File: src/rtl/cnn_pkg.sv
// Shared widths, types and the requantisation helper for the 3x3 convolution PE.
package cnn_pkg;

  localparam int CNN_DATA_W = 8;
  localparam int CNN_WGT_W  = 8;
  localparam int CNN_BIAS_W = 16;
  localparam int CNN_ACC_W  = 24;
  localparam int CNN_SHIFT  = 4;
  localparam int CNN_TAPS   = 9;

  typedef logic        [CNN_DATA_W-1:0] pixel_t;
  typedef logic signed [CNN_WGT_W-1:0]  weight_t;
  typedef logic signed [CNN_ACC_W-1:0]  acc_t;
  typedef weight_t                      kernel_t [CNN_TAPS];

  localparam acc_t PIX_MAX = acc_t'((1 << CNN_DATA_W) - 1);

  // ReLU, arithmetic right shift with truncation, then clamp to the pixel range.
  function automatic pixel_t requant(input acc_t acc, input int unsigned shift);
    acc_t   shifted;
    pixel_t result;
    shifted = acc >>> shift;
    if (acc[CNN_ACC_W-1])
      result = '0;
    else if (shifted > PIX_MAX)
      result = '1;
    else
      result = shifted[CNN_DATA_W-1:0];
    return result;
  endfunction

endpackage

File: src/rtl/kernel_bank.sv
// Kernel storage: serial shadow load, atomic commit to the active bank on the 9th write.
module kernel_bank #(
  parameter int WGT_W  = 8,
  parameter int BIAS_W = 16
) (
  input  logic                     clk,
  input  logic                     rst_n,
  input  logic                     wgt_wr,
  input  logic signed [WGT_W-1:0]  wgt_in,
  input  logic signed [BIAS_W-1:0] bias_in,
  output logic signed [WGT_W-1:0]  kernel [9],
  output logic signed [BIAS_W-1:0] bias,
  output logic                     kernel_ready
);

  logic signed [WGT_W-1:0] shadow [9];
  logic [3:0]              cnt;

  // Shadow fill and commit; the last weight goes straight into the active bank
  // because it is not yet visible in the shadow registers on the commit edge.
  always_ff @(posedge clk or negedge rst_n) begin
    if (!rst_n) begin
      shadow       <= '{default: '0};
      kernel       <= '{default: '0};
      bias         <= '0;
      cnt          <= '0;
      kernel_ready <= 1'b0;
    end else if (wgt_wr) begin
      shadow[cnt] <= wgt_in;
      if (cnt == 4'd8) begin
        for (int i = 0; i < 8; i++) kernel[i] <= shadow[i];
        kernel[8]    <= wgt_in;
        bias         <= bias_in;
        cnt          <= '0;
        kernel_ready <= 1'b1;
      end else begin
        cnt <= cnt + 4'd1;
      end
    end
  end

endmodule

File: src/rtl/conv3x3_pe.sv
// Pipelined 3x3 convolution PE: multiply, row sums, bias add, requantise.
module conv3x3_pe
  import cnn_pkg::*;
#(
  parameter int DATA_W = CNN_DATA_W,
  parameter int WGT_W  = CNN_WGT_W,
  parameter int BIAS_W = CNN_BIAS_W,
  parameter int ACC_W  = CNN_ACC_W,
  parameter int SHIFT  = CNN_SHIFT
) (
  input  logic                     clk,
  input  logic                     rst_n,
  input  logic                     en,
  input  logic [DATA_W-1:0]        w00,
  input  logic [DATA_W-1:0]        w01,
  input  logic [DATA_W-1:0]        w02,
  input  logic [DATA_W-1:0]        w10,
  input  logic [DATA_W-1:0]        w11,
  input  logic [DATA_W-1:0]        w12,
  input  logic [DATA_W-1:0]        w20,
  input  logic [DATA_W-1:0]        w21,
  input  logic [DATA_W-1:0]        w22,
  input  logic                     window_valid,
  input  logic                     wgt_wr,
  input  logic signed [WGT_W-1:0]  wgt_in,
  input  logic signed [BIAS_W-1:0] bias_in,
  output logic                     kernel_ready,
  output logic [DATA_W-1:0]        pix_out,
  output logic                     out_valid
);

  localparam int PROD_W = DATA_W + WGT_W + 1;
  localparam int ROW_W  = PROD_W + 2;

  logic [DATA_W-1:0]        tap [9];
  logic signed [WGT_W-1:0]  kern [9];
  logic signed [BIAS_W-1:0] kbias;

  logic signed [PROD_W-1:0] prod [9];
  logic signed [BIAS_W-1:0] bias1;
  logic                     v1;

  logic signed [ROW_W-1:0]  row [3];
  logic signed [BIAS_W-1:0] bias2;
  logic                     v2;

  logic signed [ACC_W-1:0]  acc3;
  logic                     v3;

  logic [DATA_W-1:0]        req_pix;

  assign tap = '{w00, w01, w02, w10, w11, w12, w20, w21, w22};

  kernel_bank #(
    .WGT_W  (WGT_W),
    .BIAS_W (BIAS_W)
  ) u_kernel_bank (
    .clk          (clk),
    .rst_n        (rst_n),
    .wgt_wr       (wgt_wr),
    .wgt_in       (wgt_in),
    .bias_in      (bias_in),
    .kernel       (kern),
    .bias         (kbias),
    .kernel_ready (kernel_ready)
  );

  // S1: products against the active bank; bias travels with the window so a
  // kernel swap never mixes old weights with a new bias.
  always_ff @(posedge clk or negedge rst_n) begin
    if (!rst_n) begin
      prod  <= '{default: '0};
      bias1 <= '0;
      v1    <= 1'b0;
    end else if (en) begin
      for (int i = 0; i < 9; i++)
        prod[i] <= PROD_W'(signed'({1'b0, tap[i]})) * PROD_W'(kern[i]);
      bias1 <= kbias;
      v1    <= window_valid & kernel_ready;
    end
  end

  // S2: one sum per kernel row.
  always_ff @(posedge clk or negedge rst_n) begin
    if (!rst_n) begin
      row   <= '{default: '0};
      bias2 <= '0;
      v2    <= 1'b0;
    end else if (en) begin
      for (int r = 0; r < 3; r++)
        row[r] <= ROW_W'(prod[3*r]) + ROW_W'(prod[3*r+1]) + ROW_W'(prod[3*r+2]);
      bias2 <= bias1;
      v2    <= v1;
    end
  end

  // S3: total of the rows plus sign-extended bias.
  always_ff @(posedge clk or negedge rst_n) begin
    if (!rst_n) begin
      acc3 <= '0;
      v3   <= 1'b0;
    end else if (en) begin
      acc3 <= ACC_W'(row[0]) + ACC_W'(row[1]) + ACC_W'(row[2]) + ACC_W'(bias2);
      v3   <= v2;
    end
  end

  // Requantisation: shared package helper at default widths, local equivalent otherwise.
  if (ACC_W == CNN_ACC_W && DATA_W == CNN_DATA_W) begin : g_pkg_requant
    always_comb req_pix = requant(acc3, SHIFT);
  end else begin : g_local_requant
    localparam logic signed [ACC_W-1:0] LOCAL_MAX = ACC_W'((1 << DATA_W) - 1);
    logic signed [ACC_W-1:0] shifted;
    always_comb begin
      shifted = acc3 >>> SHIFT;
      if (acc3[ACC_W-1])
        req_pix = '0;
      else if (shifted > LOCAL_MAX)
        req_pix = '1;
      else
        req_pix = shifted[DATA_W-1:0];
    end
  end

  // S4: registered output; pix_out only updates for valid results.
  always_ff @(posedge clk or negedge rst_n) begin
    if (!rst_n) begin
      pix_out   <= '0;
      out_valid <= 1'b0;
    end else if (en) begin
      out_valid <= v3;
      if (v3) pix_out <= req_pix;
    end
  end

endmodule

File: config.mk
export PLATFORM = sky130hd
export DESIGN_NAME = conv3x3_pe
export DESIGN_NICKNAME = d
export VERILOG_FILES = /design/src/rtl/cnn_pkg.sv /design/src/rtl/kernel_bank.sv /design/src/rtl/conv3x3_pe.sv
export SDC_FILE = /design/constraint.sdc
export NUM_CORES = 2
export LEC_CHECK = 0
export CORE_MARGIN = 2
export CORE_UTILIZATION = 36
export DETAILED_ROUTE_END_ITERATION = 7
export PLACE_DENSITY_LB_ADDON = 0.12
export SLEW_MARGIN = 20
export SYNTH_ARGS = -nofsm -noshare
export SYNTH_HDL_FRONTEND = slang
export SYNTH_SLANG_ARGS = --single-unit
File: constraint.sdc
create_clock -name clk -period 4.2 [get_ports clk]
set_input_delay 0.84 -clock clk [delete_from_list [all_inputs] [get_ports clk]]
set_output_delay 0.84 -clock clk [all_outputs]
set_load 0.01 [all_outputs]
* Word-level counts from Yosys, hierarchy flattened
Cells that the tools add are included.
** Storage, ports and cells
- Register bits :: 441
- Logic and storage cells :: 75
** Operators by class
- Eq/ne operators :: 1
- Reductions and logical operators :: 3
- Mux-type cells :: 6
- Add/sub/neg operators :: 10
- Bitwise logic cells :: 2
- Multiply operators :: 9
- $lt $le $gt $ge :: 3
** Operator list (count)
- $mul A9 B8 Y17 :: 9
- $bwmux W72 :: 1
- $add A18 B17 Y19 :: 3
- $add A17 B17 Y18 :: 3
- $demux W8 S4 :: 1
- $mux W8 :: 3
- $add A21 B16 Y22 :: 1
- $add A20 B19 Y21 :: 1
- $add A19 B19 Y20 :: 1
- $gt A18 B9 Y1 const B :: 1
- $ge A5 B5 Y1 const B :: 1
- $lt A5 B1 Y1 const B :: 1
- $not A4 Y5 :: 1
- $add A4 B1 Y4 const B :: 1
- $eq A4 B4 Y1 const B :: 1
- $mux W4 :: 1
- $reduce_and A2 Y1 :: 2
- $and A1 B1 Y1 :: 1
- $logic_and A1 B1 Y1 :: 1

* Depth between registers and ports, before layout
- Depth in word-level cells :: 6
- Mapped depth :: 19
- Mapped depth without buffers :: 19

* By module
A second synthesis with hierarchy kept.
** Second synthesis, totals
- Cells, all modules :: 3910
- Area, all modules :: 40884.2 um2
** Modules (own cells, without submodules)
- conv3x3_pe :: area each 34882.2 um2, instances 1, seq. area each 6806.5 um2, cells an instance 3555
- kernel_bank :: area each 6002.0 um2, instances 1, seq. area each 3928.8 um2, cells an instance 355

* Worst setup path after synthesis
OpenSTA, ideal clock, no wires.
- Kind :: in2reg
- Start :: input port w11[0]
- End :: register prod[80] in the netlist's numbering
- Required time :: 4.075 ns
- Stages :: 15
- Setup time :: 0.125 ns
- Setup slack :: -0.407 ns
- Arrival time :: 4.482 ns
- Buffers on the path :: 0
- Cell sequence :: nand2b_1 -> fa_1 -> fa_1 -> inv_1 -> fa_1 -> inv_1 -> fa_1 -> inv_1 -> ha_1 -> o21a_1 -> o21ai_0 -> a211oi_1 -> nor2_1 -> xnor2_1 -> mux2_2
** On the way
- Word-level cells in the longest chain between the ends :: 1
** RTL lines
- start: declaration :: RTL line conv3x3_pe.sv:18 : input logic [DATA_W-1:0] w11,
- $mul A9 B8 Y17 :: RTL line conv3x3_pe.sv:77 : prod[i] <= PROD_W'(signed'({1'b0, tap[i]})) * PROD_W'(kern[i]);
- end signal: indexed assignment :: RTL line conv3x3_pe.sv:77
- end: declaration :: RTL line conv3x3_pe.sv:39 : logic signed [PROD_W-1:0] prod [9];
No other way between the ends.
A chain may end at the register's enable or synchronous reset.

* Worst setup path after layout
- Start :: register u_kernel_bank.kernel[19] in the netlist's numbering
- End :: register prod[50] in the netlist's numbering
** On the way
- Word-level cells in the longest chain between the ends :: 1
** RTL lines
- start: declaration :: RTL line kernel_bank.sv:11 : output logic signed [WGT_W-1:0] kernel [9],
- $mul A9 B8 Y17 :: RTL line conv3x3_pe.sv:77
No other way between the ends.

==> summary.md <==
| Metric | Value |
|---|---|
| Status | `finished, violations left` |
| Failing checks | `setup timing` |
| Global-route wire length before repair | `168 mm` |
| Area grow syn2layout | `24.0%` |
| Final period utilization | `100%` |
| Initial Util | `36.2%` |
| HP Class | `in2async` |
| H-Tree Depth | `2` |
| Synth Flop Type | `dfrtp_1` |
| Core Box Area | `112,000 um2` |
| Netlist cell types | `66` |
| # Max-Cap Violations | `0` |
| Sequential share of the synthesized area | `26.4%` |
| Worst Path Required | `4.70 ns` |
| Number of synthesized register bits | `429` |
| Clk Latency, worst-skew pair | `0.65 ns` |
| Top sig layer | `met5` |
| Number of global-route vias before repair | `30,173` |
| Met1 wire length | `50.4 mm` |
| RSZ-0062 raised after global routing | `yes` |
| YS warnings | `0` |
| Hold Vio Cnt, Final | `0` |
| Critical Path Start | `u_kernel_bank.kernel[19]` |
| Arrival time of the worst setup path | `4.70 ns` |
| Clock Path Buffers | `3` |
| Final wirelength | `104 mm` |
| Setup Skew | `0.0192 ns` |
| Post-Syn Instances | `3,894` |
| Mapped Avg Cell Area | `10.5 um2` |
| FFs w/ async S/R, synth | `100%` |
| Metal2 WL | `48.2 mm` |
| Final Wtd Congestion | `0.818` |
| Crit path capture type | `flip-flop` |
| Pins Over Slew Limit | `0` |
| Post-route ant nets | `0` |
| DR WL met3 | `3.39 mm` |
| WL per Instance | `17.4 um` |
| GRT overflow | `0` |
| Share of layout cells above drive strength 1 | `30.5%` |
| Largest net degree at the start of global routing | `148` |
| PnR worst setup slack | `-0.00513 ns` |
| Post-route DRC | `0` |
| Adder-cell share of the synthesized area | `35.1%` |
| Die width | `340 um` |
| Detailed-route via count | `28,815` |
| CTS tree | `yes` |
| Post-synth EDFFs | `0` |
| Cts bufs inserted | `54` |
| Die Area | `116,000 um2` |
| Post-layout minimum cycle time | `4.21 ns` |
| Least-Margin Pin Slew | `0.950 ns` |
| Main combinational cell family by area after synthesis | `adder cells` |
| Worst-path fanout max | `4` |
| IO buf count | `110` |
| XOR/XNOR share of the synthesized area | `2.26%` |
| Final Core Density | `45.0%` |
| Clk slew on worst S/H paths | `0.07 ns` |
| WS Path Type | `reg2reg` |
| Initial antenna violation count | `8` |
| Peak Freq | `0.238 GHz` |
| Synth area leader | `dfrtp_1` |
| Mapped Area | `40,700 um2` |
| Fin nets | `5,442` |
| Final Setup Violations | `2` |
| Post-Synth Simple-Gate Area | `13.2%` |
| Synth top area cells | `dfrtp_1, fa_1, ha_1` |
| Syn Nets | `4,881` |
| Synth Area in Compound Gates | `8.61%` |
| Boundary pin count | `111` |
| First-pass DRT Iterations | `5` |
| Clock Tree Root | `clkbuf_16` |
| Hpwl dp | `81.1 mm` |
| Mux contribution to synthesized area | `8.69%` |
| Reg2reg start | `u_kernel_bank.kernel[19]` |
| Die H | `340 um` |
| Initial drt markers | `1,318` |
| Startpoint Class | `flip-flop` |
| Gr usage total | `18.3%` |
| Num rows | `123` |
| Slew margin rel. | `36.3%` |
| Vias/cell | `4.80` |
| Top cell type's share of synthesized area | `26.4%` |
| Clock sinks | `429` |
-- cells by family (layout without fill, tap and decap cells) --
family                     after synthesis  in the layout
adders and majority gates              886            886
and+or+nand+nor                        999            999
DFF                                    429            429
other                                    0              2
buffers and inverters                  629           1233
muxes                                  316            316
xor gates and xnor gates               105            105
AOI/OAI and AO/OA                      530            530
-- cell usage after synthesis (6+ instances only) --
library cell and number:
nand4_1 33, buf_1 7, a311oi_1 10, xnor2_1 85
nand3_1 25, nand2_1 224, clkbuf_1 60, dfrtp_1 429
nor3b_1 8, o21ai_0 114, a211oi_1 17, and3_1 11
o211ai_1 14, nand2b_1 67, or2_2 10, mux2_2 301
nand3b_1 32, a31oi_1 21, o21a_1 48, a21o_1 65
nor3_1 23, o31ai_1 38, nor2b_1 34, ha_1 461
o311ai_0 15, a21oi_1 122, inv_1 562, or3_1 12
and2_1 353, fa_1 425, nor2_1 143, nand4b_1 6
a211o_1 14, xor2_1 20, o21bai_1 13, nor4_1 6
mux2i_1 15
-- flip-flops by register name, summed over array words and instances, names as in the netlist --
name	flops
bias2	16
acc3	18
out_valid	1
bias1	16
u_kernel_bank.cnt	4
u_kernel_bank.kernel_ready	1
prod	153
row	57
u_kernel_bank.kernel	72
u_kernel_bank.shadow	64
v2	1
v3	1
u_kernel_bank.bias	16
v1	1
pix_out	8
-- critical path: stages, from the launching register on --
cell      delay [ns]
dfrtp_2         0.45
buf_6           0.13
and2_4          0.14
fa_1            0.51
fa_1            0.44
fa_1            0.53
inv_2           0.04
fa_1            0.51
inv_2           0.05
ha_4            0.15
or3_4           0.39
o21a_4          0.24
a311oi_2        0.25
xnor2_1         0.15
a21oi_1         0.08
-- timing repair --
item	in CTS	in global routing
setup endpoints to repair	72	63
gates resized for setup	177	408
setup buffers	23	47
cloned	0	0
pin swaps	61	221
hold buffers	0	0
-- stage by stage --
stage	setup TNS (ns)	hold WS [ns]	instances	cell area (um2)	worst slack (ns)
after global placement	-78.75	0.471	5830	47200	-1.09
after CTS	-0.00903	0.248	5952	49300	-0.00903
after detailed placement	-80.56	0.482	5830	47200	-1.16
final	-0.00650	0.255	6000	50500	-0.00513
after global routing	-2.47	0.299	5998	50500	-0.148
after floorplan	-3.08	0.449	3894	41400	-0.153
-- area by class of cell --
class | count | area [um2]
antenna | 2 | 5.00
clock buffer | 68 | 1450
clock inverter | 31 | 372
fill | 10864 | 61800
inverter | 562 | 2110
multi-input combinational | 2836 | 29300
sequential | 429 | 10800
tap | 1500 | 1880
timing repair buffer | 572 | 4570
-- metal layers --
| layer | up-vias | GRT usage [%] |
|---|---|---|
| li1 | 14076 | - |
| met1 | 14326 | 25.9 |
| met2 | 310 | 29.7 |
| met3 | 99 | 2.37 |
| met4 | 4 | 4.29 |
| met5 | - | 0 |
-- worst paths after layout --
path	endpoint	slack, ns	cells after the start
max	prod[50]	-0.005	14
min	u_kernel_bank.shadow[25]	0.25	1
max reg2reg	prod[50]	-0.005	14
min reg2reg	pix_out[4]	0.49	2
max in group asynchronous	u_kernel_bank.kernel[51]	3.03	2
min in group clk	pix_out[4]	0.49	2
-- cell usage in the layout (no fill, tap or decap), drive strengths merged, types with 15 or more instances in the layout --
cell	instances
inv	566
dfrtp	429
a21o	66
buf	481
o31ai	38
and2	353
o311ai	15
a21oi	122
clkdlybuf4s50	29
o21ai	120
o21a	48
nand2b	67
xor2	20
nor2b	34
a31oi	23
ha	461
clkinv	17
xnor2	85
fa	425
clkdlybuf4s15	20
mux2	301
nor2	143
nand2	224
nor3	24
nand3	25
mux2i	15
nand3b	32
a211oi	21
nand4	33
clkbuf	100
Power is left out: the tool's default activity adds up to more than one toggle a clock period on the data nets, which glitch-free logic cannot reach.
